==> src/rtl/bitcount_pkg.sv <==
// Shared types and mode encodings for the bitcount processor.
package bitcount_pkg;

  typedef enum logic [1:0] {
    ST_IDLE = 2'd0,
    ST_SCAN = 2'd1,
    ST_DONE = 2'd2
  } state_t;

  localparam logic [1:0] MODE_EQ  = 2'd0;
  localparam logic [1:0] MODE_GE  = 2'd1;
  localparam logic [1:0] MODE_LE  = 2'd2;
  localparam logic [1:0] MODE_ODD = 2'd3;

endpackage

==> src/rtl/bitcount_datapath.sv <==
// Shift/count datapath: latches operand, target and mode, counts set bits,
// and captures the final count and compare result.
module bitcount_datapath
  import bitcount_pkg::*;
#(
  parameter int WIDTH = 8,
  parameter int CNT_W = $clog2(WIDTH + 1)
) (
  input  logic             clk,
  input  logic             rst,
  input  logic             load,
  input  logic             shift,
  input  logic             capture,
  input  logic [WIDTH-1:0] operand,
  input  logic [CNT_W-1:0] target,
  input  logic [1:0]       mode,
  output logic             shreg_zero,
  output logic [CNT_W-1:0] count,
  output logic             led
);

  logic [WIDTH-1:0] shreg_r;
  logic [CNT_W-1:0] cnt_r;
  logic [CNT_W-1:0] k_r;
  logic [1:0]       mode_r;
  logic [CNT_W-1:0] count_r;
  logic             led_r;

  // Unsigned compare; a target above WIDTH simply never matches EQ/GE.
  function automatic logic compare_f(input logic [CNT_W-1:0] c,
                                     input logic [CNT_W-1:0] k,
                                     input logic [1:0]       m);
    case (m)
      MODE_EQ:  compare_f = (c == k);
      MODE_GE:  compare_f = (c >= k);
      MODE_LE:  compare_f = (c <= k);
      MODE_ODD: compare_f = c[0];
      default:  compare_f = 1'b0;
    endcase
  endfunction

  assign shreg_zero = (shreg_r == {WIDTH{1'b0}});
  assign count      = count_r;
  assign led        = led_r;

  // Operand shifting, running count and latched operation parameters.
  always_ff @(posedge clk) begin
    if (rst) begin
      shreg_r <= {WIDTH{1'b0}};
      cnt_r   <= {CNT_W{1'b0}};
      k_r     <= {CNT_W{1'b0}};
      mode_r  <= MODE_EQ;
    end else if (load) begin
      shreg_r <= operand;
      cnt_r   <= {CNT_W{1'b0}};
      k_r     <= target;
      mode_r  <= mode;
    end else if (shift) begin
      shreg_r <= shreg_r >> 1;
      cnt_r   <= cnt_r + {{(CNT_W-1){1'b0}}, shreg_r[0]};
    end
  end

  // Result registers only move when a scan finishes.
  always_ff @(posedge clk) begin
    if (rst) begin
      count_r <= {CNT_W{1'b0}};
      led_r   <= 1'b0;
    end else if (capture) begin
      count_r <= cnt_r;
      led_r   <= compare_f(cnt_r, k_r, mode_r);
    end
  end

endmodule

==> src/rtl/bitcount_processor.sv <==
// Popcount-and-compare dedicated processor: control FSM around the
// bitcount datapath, with start/done handshake and registered status.
module bitcount_processor
  import bitcount_pkg::*;
#(
  parameter int WIDTH = 8,
  parameter int CNT_W = $clog2(WIDTH + 1)
) (
  input  logic             clk,
  input  logic             rst,
  input  logic             start,
  input  logic [WIDTH-1:0] N,
  input  logic [CNT_W-1:0] K,
  input  logic [1:0]       mode,
  output logic             busy,
  output logic             done,
  output logic [CNT_W-1:0] count,
  output logic             led
);

  state_t state_r;
  state_t state_next_s;
  logic   load_s;
  logic   shift_s;
  logic   capture_s;
  logic   shreg_zero_s;
  logic   busy_r;
  logic   done_r;

  bitcount_datapath #(
    .WIDTH (WIDTH),
    .CNT_W (CNT_W)
  ) u_datapath (
    .clk        (clk),
    .rst        (rst),
    .load       (load_s),
    .shift      (shift_s),
    .capture    (capture_s),
    .operand    (N),
    .target     (K),
    .mode       (mode),
    .shreg_zero (shreg_zero_s),
    .count      (count),
    .led        (led)
  );

  // Next-state and datapath control decode.
  always_comb begin
    state_next_s = state_r;
    load_s       = 1'b0;
    shift_s      = 1'b0;
    capture_s    = 1'b0;
    case (state_r)
      ST_IDLE: begin
        if (start) begin
          load_s       = 1'b1;
          state_next_s = ST_SCAN;
        end else begin
          state_next_s = ST_IDLE;
        end
      end
      ST_SCAN: begin
        if (shreg_zero_s) begin
          capture_s    = 1'b1;
          state_next_s = ST_DONE;
        end else begin
          shift_s      = 1'b1;
          state_next_s = ST_SCAN;
        end
      end
      ST_DONE: state_next_s = ST_IDLE;
      default: state_next_s = ST_IDLE;
    endcase
  end

  // State register; busy/done are registered from the next state so they
  // line up exactly with SCAN and DONE occupancy.
  always_ff @(posedge clk) begin
    if (rst) begin
      state_r <= ST_IDLE;
      busy_r  <= 1'b0;
      done_r  <= 1'b0;
    end else begin
      state_r <= state_next_s;
      busy_r  <= (state_next_s == ST_SCAN);
      done_r  <= (state_next_s == ST_DONE);
    end
  end

  assign busy = busy_r;
  assign done = done_r;

endmodule

==> config.mk <==
export PLATFORM = sky130hd
export DESIGN_NAME = bitcount_processor
export DESIGN_NICKNAME = d
export VERILOG_FILES = /design/src/rtl/bitcount_pkg.sv /design/src/rtl/bitcount_datapath.sv /design/src/rtl/bitcount_processor.sv
export SDC_FILE = /design/constraint.sdc
export NUM_CORES = 1
export LEC_CHECK = 0
export CAP_MARGIN = 20
export CORE_UTILIZATION = 40
export DETAILED_ROUTE_END_ITERATION = 10
export DONT_BUFFER_PORTS = 1
export GPL_ROUTABILITY_DRIVEN = 0
export GPL_TIMING_DRIVEN = 0
export PLACE_DENSITY_LB_ADDON = 0.25
export SYNTH_ARGS = -nofsm -noshare
export SYNTH_HDL_FRONTEND = slang
export SYNTH_SLANG_ARGS = --single-unit
==> constraint.sdc <==
create_clock -name clk -period 2.2 [get_ports clk]
set_input_delay 0.44 -clock clk [delete_from_list [all_inputs] [get_ports clk]]
set_output_delay 0.44 -clock clk [all_outputs]
set_load 0.005 [all_outputs]
**Yosys cells after proc, flatten, opt, wreduce, memory -nomap -nowiden**

Cells that the tools add are included.
W data, S select, Z words.

- Register bits after elaboration: 27
- Bits in latches: 0
- RAM bits: 0
- ROM bits: 0
- Output and inout port bits: 7
- Word-level logic and storage cells: 36
- Memories: 0

- Add/subtract/negate cells: 1
- $mul: 0
- Div/mod/pow operators: 0
- $lt $le $gt $ge: 2
- Equality and inequality tests: 7
- Shift-type cells: 0
- Muxes and demuxes: 12
- Bitwise logic cells: 0
- Reductions and logical operators: 5

Operators by type and width:

| cell | number |
|---|---|
| $mux W8 | 2 |
| $logic_not A8 Y1 | 1 |
| $mux W1 | 7 |
| $eq A2 B1 Y1 const B | 3 |
| $eq A2 B2 Y1 const B | 3 |
| $add A4 B1 Y4 | 1 |
| $eq A4 B4 Y1 | 1 |
| $ge A4 B4 Y1 | 1 |
| $le A4 B4 Y1 | 1 |
| $logic_not A2 Y1 | 2 |
| $pmux W1 S4 | 1 |
| $pmux W2 S2 | 1 |
| $mux W2 | 1 |
| $reduce_bool A2 Y1 | 1 |
| $reduce_or A2 Y1 | 1 |

**Longest topological paths before layout**

Gate-level depths: netlist of run 1.

- Word-level depth: 5
- Gate-level depth with buffers: 7
- Mapped depth without buffers: 7

**Cells and area by module**

A second synthesis of run 1 with hierarchy kept.

- Cells, all modules: 129
- Area total of the unflattened synthesis: 1,222.4 um^2

By module, submodules not included:

| module | times used | cells each | area each (um^2) | seq. area each (um^2) |
|---|---|---|---|---|
| bitcount_datapath | 1 | 116 | 1,069.8 | 460.4 |
| bitcount_processor | 1 | 13 | 152.6 | 80.1 |

**Worst setup path before layout of run 1**

No wires, ideal clock.

- Path type: flip-flop to flip-flop
- Start: register u_datapath.k_r[1]
- End: register u_datapath.led_r (netlist: u_datapath.led)
- Library setup time: 0.067 ns
- Data arrival time: 1.720 ns
- Required time: 2.133 ns
- Slack: 0.413 ns
- Cell stages (with the launch flop): 8
- Path buffers: 0
- Period minus slack after synthesis: 1.787 ns
- Cell sequence: dfxtp_1 -> inv_1 -> ha_1 -> nor2b_1 -> o211a_1 -> a2111o_1 -> a221o_1 -> a21oi_2

- Longest elaborated chain between the ends: 2
- Elaborated cells on any way between the ends: 4
- Classes of those cells: 2 x order compare; 1 x eq/ne; 1 x mux

Ends and longest elaborated chain:

| element | line | source |
|---|---|---|
| start: declaration | bitcount_datapath.sv:24 | `logic [CNT_W-1:0] k_r;` |
| start signal: assignment | bitcount_datapath.sv:51 | `k_r <= {CNT_W{1'b0}};` |
| start signal: assignment | bitcount_datapath.sv:56 | `k_r <= target;` |
| $le A4 B4 Y1 (tied with other cells) | bitcount_datapath.sv:36 | `MODE_LE: compare_f = (c <= k);` |
| $pmux W1 S4 (*) | bitcount_datapath.sv:33 | `case (m)` |
| end signal: assignment | bitcount_datapath.sv:71 | `led_r <= compare_f(cnt_r, k_r, mode_r);` |
| end: declaration | bitcount_datapath.sv:27 | `logic led_r;` |

Every way passes the cells marked *; elsewhere a longest branch is shown, timed or not.
A chain may end at the register's enable or synchronous reset.

**Final worst setup path of run 1**

- Start: register u_datapath.cnt_r[1]
- End: register u_datapath.led_r (netlist: u_datapath.led)

- Longest elaborated chain between the ends: 2
- Elaborated cells on any way between the ends: 4
- Classes of those cells: 2 x order compare; 1 x eq/ne; 1 x mux

Ends and longest elaborated chain:

| element | line | source |
|---|---|---|
| start: declaration | bitcount_datapath.sv:23 | `logic [CNT_W-1:0] cnt_r;` |
| start signal: assignment | bitcount_datapath.sv:50 | `cnt_r <= {CNT_W{1'b0}};` |
| start signal: assignment | bitcount_datapath.sv:55 | `cnt_r <= {CNT_W{1'b0}};` |
| start signal: assignment | bitcount_datapath.sv:60 | `cnt_r <= cnt_r + {{(CNT_W-1){1'b0}}, shreg_r[0]};` |
| $le A4 B4 Y1 (tied with other cells) | bitcount_datapath.sv:36 |  |
| $pmux W1 S4 (*) | bitcount_datapath.sv:33 |  |

Marked as above.

==> reports/results.ini, run 1 <==
[global_route]
antenna_found_initial=0
overflow=0
track_usage_pct=15.4
grt_max_degree=16
first_global_vias=840
grt_pass1_wl_um=3860

[die]
row_count=19
start_util_pct=42.2
pin_count=24
chipWidth_um=56.0
die_h_um=56.0
coreArea_um2=2760
die_area_um2=3130

[critical_path]
critPathMaxFanout=5
worstPathRequired_ps=2480
max_stage_delay_ps=420
path_cells=ha_1 -> nor2b_1 -> o211a_1 -> a2111o_1 -> a221o_1 -> a21oi_2
critPathArrivalTime_ps=2190
endpoint_kind=flop
crit_family=compound AO/OA/AOI/OAI gates
start_kind=flop
crit_type=flop to flop
crit_buf_inv=0
cpMaxStageDelayCell=dfxtp_1

[clocking]
cts_tree=done
post_cts_resized=0
htree_levels=1
cts_root_buffer=clkbuf_4
post_cts_buffers=0
clock-sinks=27
cts_buffers=3
clockBufferDepth=2
clock_latency_ps=330
clk_pin_slew_ps=150
postCtsHoldBufs=0

[timing]
hold_ws_ps=223
drv_slew=0
final.period_utilization_pct=86.9
slew_headroom_pct=64.8
rsz0062_at_grt=no
post-route-min-period_ps=1910
fin_ws_ps=289
worstMarginPinSlew_ps=523
fin_skew_ps=10.6
tns_ps=0
max_clock_freq_ghz=0.523
hold_violations=0
setup_viol=0

[detailed_routing]
ant_nets=0
viasPerCell=5.48
dr.first_iter.drc_count=29
drcViolationCount=0
wl_um=2270
vias=954
wl_per_cell_um=13.0
first_pass_iters=5

[finish]
drive_gt1_share_pct=4.90
regArea_um2=541
multiInputGateArea_um2=574
area_delta_synth_final_pct=5.69
fillerInstances=288
num_antenna_cells=0
final_net_count=167
stdcell_area_um2=1230
utilization_pct=44.6

[yosys]
synth_top_area_cell=dfxtp_1
synth_top_area_share_pct=46.4
syn_area_um2=1160
synthesis.nets=162
ys_ff_latch=27
synthTopCellsByArea=dfxtp_1 (46%), nand2_1 (9.3%), ha_1 (6.4%)
synth_area_per_cell_um2=8.38
ys_types=27
synth_warnings=0
syn_inst=139
seq_area_frac_synth_pct=46.4

[outcome]
status=finished, final reports clean

[placement]
dp_hpwl_um=1630
place_area_um2=1200
pre_cts_ws_ps=315
numPortBuffers=0

[hold_path]
hold_class=input port to flop

[flow_run]
cap_violations=0

[power]
ir_drop_v=0.000486
leakagePower_nw=0.477
power_density_nw_per_um2=732

-- metal layers --
layer / vias to the layer above / GRT usage (%) / wire, um
met3: 4 / 4.42 / 89
met5: - / 0 / 0
li1: 486 / - / -
met2: 20 / 23.3 / 939
met4: 0 / 4.18 / 34
met1: 444 / 21.6 / 1210
-- layout make-up --
cell class                 instances  area share, %
inverter                           5           1.52
clock inverter                     1          0.407
tap                               31           3.15
multi-input combinational         99           46.6
clock buffer                       3           1.83
buffer                             8           2.54
sequential                        27           43.9
-- layout by cell type, fill, tap and decap left out --
master and count:
nand2_1 29, dfxtp_1 27, nor2_1 18, a21oi_1 11, a311oi_1 6, ha_1 6, inv_1 5, clkbuf_1 5
nor3_1 4, mux2i_1 4, nor2b_1 3, clkbuf_4 3, buf_1 2, nor4_1 2, nand4_1 2, xor2_1 2
nand3_1 2, nand3_2 1, and2_1 1, o211a_1 1, a211oi_1 1, o22ai_1 1, a2111o_1 1, a221o_1 1
a21oi_2 1, nand2b_1 1, buf_2 1, a22oi_1 1, clkinv_2 1
-- cells in the mapped netlist (all sizes together) --
cell type	number
a2111o	1
a211oi	1
a21oi	12
a221o	1
a22oi	1
a311oi	6
and2	1
buf	3
clkbuf	5
dfxtp	27
ha	6
inv	5
mux2i	4
nand2	29
nand2b	1
nand3	3
nand4	2
nor2	18
nor2b	3
nor3	4
nor4	2
o211a	1
o22ai	1
xor2	2
-- final timing paths --
kind	from	to	slack, ps	cells after the start
worst min-delay path	K[3]	u_datapath.k_r[3]	220	2
worst max register to register	u_datapath.cnt_r[1]	u_datapath.led	290	6
worst min register to register	u_datapath.k_r[2]	u_datapath.k_r[2]	470	2
worst max-delay path	u_datapath.cnt_r[1]	u_datapath.led	290	6
-- power by group --
part	leakage (nW)	internal [W]	switching, W
clock	0.0177	0.0000683	0.000147
combinational	0.239	0.0000528	0.0000920
sequential	0.221	0.000520	0.0000206
-- per-stage QoR --
| stage | instances | total power [W] |
|---|---|---|
| floorplan | 139 | 0.000662 |
| global placement | 170 | 0.000692 |
| detailed placement | 170 | 0.000696 |
| CTS | 174 | 0.000911 |
| global route | 174 | 0.000955 |
| finish | 174 | 0.000901 |
-- kinds of logic (layout without fill, tap and decap cells) --
kind of cell	Yosys count	after routing	synth area share (%)
simple gates	63	63	23.4
mux	4	4	3.44
compound gates	24	24	14.5
buf+inv	13	17	4.30
flops	27	27	46.4
fa+ha+maj	6	6	6.44
xor+xnor	2	2	1.50
-- registers in the layout, indices dropped and copies added (netlist names) --
register and count:
busy 1, done 1, state_r 2, u_datapath.cnt_r 4, u_datapath.count 4, u_datapath.k_r 4
u_datapath.led 1, u_datapath.mode_r 2, u_datapath.shreg_r 8
-- worst register-to-register path: cells and delay by family, from the launching register on --
kind / cells / cell delay [ps]
adders and majority gates: 1 / 270
AOI/OAI and AO/OA: 4 / 1040
DFF: 1 / 420
and+or+nand+nor: 1 / 140
No activity file was read; power rests on OpenSTA's default activity.
==> run 2, diff against run 1 <==
- CORE_UTILIZATION: 40 -> 60
==> reports/results.ini, run 2 (same netlist as run 1, synthesis figures left out) <==
[detailed_routing]
ant_nets=0
wl_per_cell_um=13.5
first_pass_iters=4
viasPerCell=5.71
drcViolationCount=0
vias=959
wl_um=2270
dr.first_iter.drc_count=19

[timing]
fin_ws_ps=289
worstMarginPinSlew_ps=520
hold_violations=0
final.period_utilization_pct=86.9
slew_headroom_pct=65.4
post-route-min-period_ps=1910
rsz0062_at_grt=no
fin_skew_ps=8.99
drv_slew=0
max_clock_freq_ghz=0.523
setup_viol=0
tns_ps=0

[power]
power_density_nw_per_um2=735
p_clk_share_pct=23.3
ir_drop_v=0.000384
leakagePower_nw=0.474
switching_share_pct=28.3
p_comb_share_pct=16.3
switchingPower_w=0.000254
seq_power_share_pct=60.4
p_int_w=0.000644

[clocking]
clock-sinks=27
cts_root_buffer=clkbuf_4
post_cts_buffers=0
clk_pin_slew_ps=140
postCtsHoldBufs=0
clockBufferDepth=2
clock_latency_ps=320
cts_tree=done
htree_levels=1
cts_buffers=3
post_cts_resized=0

[die]
row_count=15
chipWidth_um=46.1
die_h_um=46.1
die_area_um2=2120
pin_count=24
start_util_pct=66.0
coreArea_um2=1760

[finish]
regArea_um2=541
final_common_cell=nand2_1
num_antenna_cells=0
final_cell_count_no_fill=168
final_cell_mix=nand2_1 (29), dfxtp_1 (27), nor2_1 (18), a21oi_1 (11)
regMostFlops=u_datapath.shreg_r
stdcell_area_um2=1220
final_net_count=167
largest_reg_flops=8
multiInputGateArea_um2=574
fillerInstances=171
drive_gt1_share_pct=4.20
area_delta_synth_final_pct=4.94

[flow_run]
cap_violations=0

[global_route]
first_global_vias=839
met3_usage_pct=3.14
grt_max_degree=15
grt_pass1_wl_um=3530
grt_use_met1_pct=29.7
overflow=0
globalRouteMet2Util_pct=40.3
top_usage_layer=met2
antenna_found_initial=0
track_usage_pct=23.2

[critical_path]
path_cells=inv_1 -> ha_1 -> nor2b_1 -> o211a_1 -> a2111o_1 -> a221o_1 -> a21oi_2
crit_family=compound AO/OA/AOI/OAI gates
crit_type=flop to flop
worstPathRequired_ps=2470
start_kind=flop
max_stage_delay_ps=390
critPathMaxFanout=2
endpoint_kind=flop
cpMaxStageDelayCell=a2111o_1
crit_buf_inv=1
critPathArrivalTime_ps=2180

[placement]
pre_cts_ws_ps=315
placedCellCount=164
numPortBuffers=0
place_area_um2=1200
dp_hpwl_um=1680

[outcome]
status=finished, final reports clean

[hold_path]
hold_class=input port to flop

-- run 2: final cells by class --
type | count | area share (%)
multi-input combinational | 99 | 47.0
sequential | 27 | 44.2
buffer | 8 | 2.56
tap | 25 | 2.56
clock buffer | 4 | 2.15
inverter | 5 | 1.54
-- run 2: path summary, 6_finish.rpt --
| check | start | endpoint | slack [ps] | depth (start not counted) |
|---|---|---|---|---|
| setup reg to reg | u_datapath.k_r[1] | u_datapath.led | 290 | 7 |
| hold / removal | N[7] | u_datapath.shreg_r[7] | 230 | 2 |
| setup / recovery | u_datapath.k_r[1] | u_datapath.led | 290 | 7 |
| hold reg to reg | u_datapath.k_r[2] | u_datapath.k_r[2] | 470 | 2 |
-- run 2: metal layers --
layer  wire [um]  vias to the layer above  part of all wire, %
met3         101                        5                  4.4
met2        1130                       28                   50
li1            -                      483                    -
met1        1010                      443                   44
met5           0                        -                    0
met4          34                        0                  1.5
-- run 2: power groups by stage --
stage / clock network, W / registers [W] / logic [W]
2_1_floorplan: 0 / 0.000546 / 0.000116
6_report: 0.000209 / 0.000543 / 0.000146
3_5_place_dp: 0 / 0.000552 / 0.000144
3_3_place_gp: 0 / 0.000550 / 0.000137
4_1_cts: 0.000208 / 0.000542 / 0.000145
5_1_grt: 0.000229 / 0.000546 / 0.000162
-- run 2: per-stage QoR --
step,total power [W],utilization [%],hold WS [ps]
3_3_place_gp,0.000687,67.8,444
2_1_floorplan,0.000662,-,436
6_report,0.000898,69.3,234
5_1_grt,0.000937,69.3,228
4_1_cts,0.000895,69.3,239
3_5_place_dp,0.000696,67.8,458
==> run 3, diff against run 2 <==
- CORE_UTILIZATION: 60 -> 45
==> reports/results.ini, run 3 (same netlist as run 1, synthesis figures left out) <==
[outcome]
status=complete, but fails checks
violations=design-rule violations

[timing]
slew_headroom_pct=67.9
max_clock_freq_ghz=0.523
fin_skew_ps=5.38
final.period_utilization_pct=86.9
hold_violations=0
tns_ps=0
setup_viol=0
rsz0062_at_grt=no
hold_ws_ps=235
drv_slew=0
post-route-min-period_ps=1910
worstMarginPinSlew_ps=478

[clocking]
postCtsHoldBufs=0
post_cts_buffers=0
clock_latency_ps=320
cts_tree=done
cts_buffers=3
clk_pin_slew_ps=130
post_cts_resized=0
htree_levels=1
clockBufferDepth=2
cts_root_buffer=clkbuf_4
clock-sinks=27

[die]
die_area_um2=2800
pin_count=24
row_count=18
coreArea_um2=2450
chipWidth_um=52.9
start_util_pct=47.5
die_h_um=52.9

[critical_path]
endpoint_kind=flop
critPathArrivalTime_ps=2170
critPathMaxFanout=5
crit_type=flop to flop
worstPathRequired_ps=2460
reg2reg_from=u_datapath.cnt_r[1]
start_kind=flop
cp-startpoint=u_datapath.cnt_r[1]
reg2reg_setup_slack_ps=290

[finish]
multiInputGateArea_um2=574
utilization_pct=50.1
largest_reg_flops=8
final_net_count=167
area_delta_synth_final_pct=5.48
final_cell_count_no_fill=173
num_antenna_cells=0
drive_gt1_share_pct=4.20
final_common_cell=nand2_1
regMostFlops=u_datapath.shreg_r
regArea_um2=541
fillerInstances=263
final_cell_mix=nand2_1 (29), dfxtp_1 (27), nor2_1 (18), a21oi_1 (11)

[detailed_routing]
wl_met3_um=147
ant_nets=0
dr.first_iter.drc_count=16
wl_um=2350
vias=957
top_layer=met4
wl_met1_um=1010
wl_per_cell_um=13.6
viasPerCell=5.53
drcViolationCount=1
dr_wl_met2_um=1180
first_pass_iters=7

[global_route]
track_usage_pct=20.0
grt_pass1_wl_um=4040
antenna_found_initial=0
grt_max_degree=15
overflow=0
first_global_vias=974

[hold_path]
worstHoldStart=K[1]
hold_class=input port to flop

[placement]
dp_hpwl_um=1720
numPortBuffers=0
placedCellCount=169

[flow_run]
cap_violations=0

[power]
leakagePower_nw=0.474
ir_drop_v=0.000467
power_density_nw_per_um2=726

-- run 3: routing by layer --
layer,global-route usage (%),vias up
li1,-,484
met4,3.51,0
met3,6.61,2
met2,35.7,25
met1,23.1,446
met5,0,-
-- run 3: layout make-up --
cell class	instances	area share [%]
Multi-Input combinational cell	99	46.7
Sequential cell	27	44.0
Inverter	5	1.53
Clock buffer	4	2.14
Tap cell	30	3.05
Buffer	8	2.55
-- run 3: report_power, final --
part	leakage (nW)	switching, W	total (W)	internal [W]
registers	0.221	0.0000208	0.000541	0.000520
clock network	0.0150	0.000135	0.000206	0.0000709
logic	0.239	0.0000928	0.000146	0.0000528
total	0.474	0.000248	0.000892	0.000644
-- run 3: worst paths after layout --
| path | end | cells past startpoint |
|---|---|---|
| worst max-delay path | u_datapath.led | 6 |
| worst min-delay path | u_datapath.k_r[1] | 2 |
| worst max register to register | u_datapath.led | 6 |
| worst min register to register | u_datapath.k_r[1] | 2 |
-- run 3: worst max-delay path, cell delays in order (launching register included) --
cell and delay (ps):
dfxtp_1 440, ha_1 270, nor2b_1 140, o211a_1 220, a2111o_1 380, a221o_1 310, a21oi_2 110
-- run 3: per-stage QoR --
step / instance area (um2) / setup slack [ps] / power [W]
floorplan: 1160 / 413 / 0.000662
global placement: 1200 / 339 / 0.000690
detailed placement: 1200 / 313 / 0.000697
CTS: 1230 / 282 / 0.000903
global route: 1230 / 161 / 0.000956
finish: 1230 / 289 / 0.000892
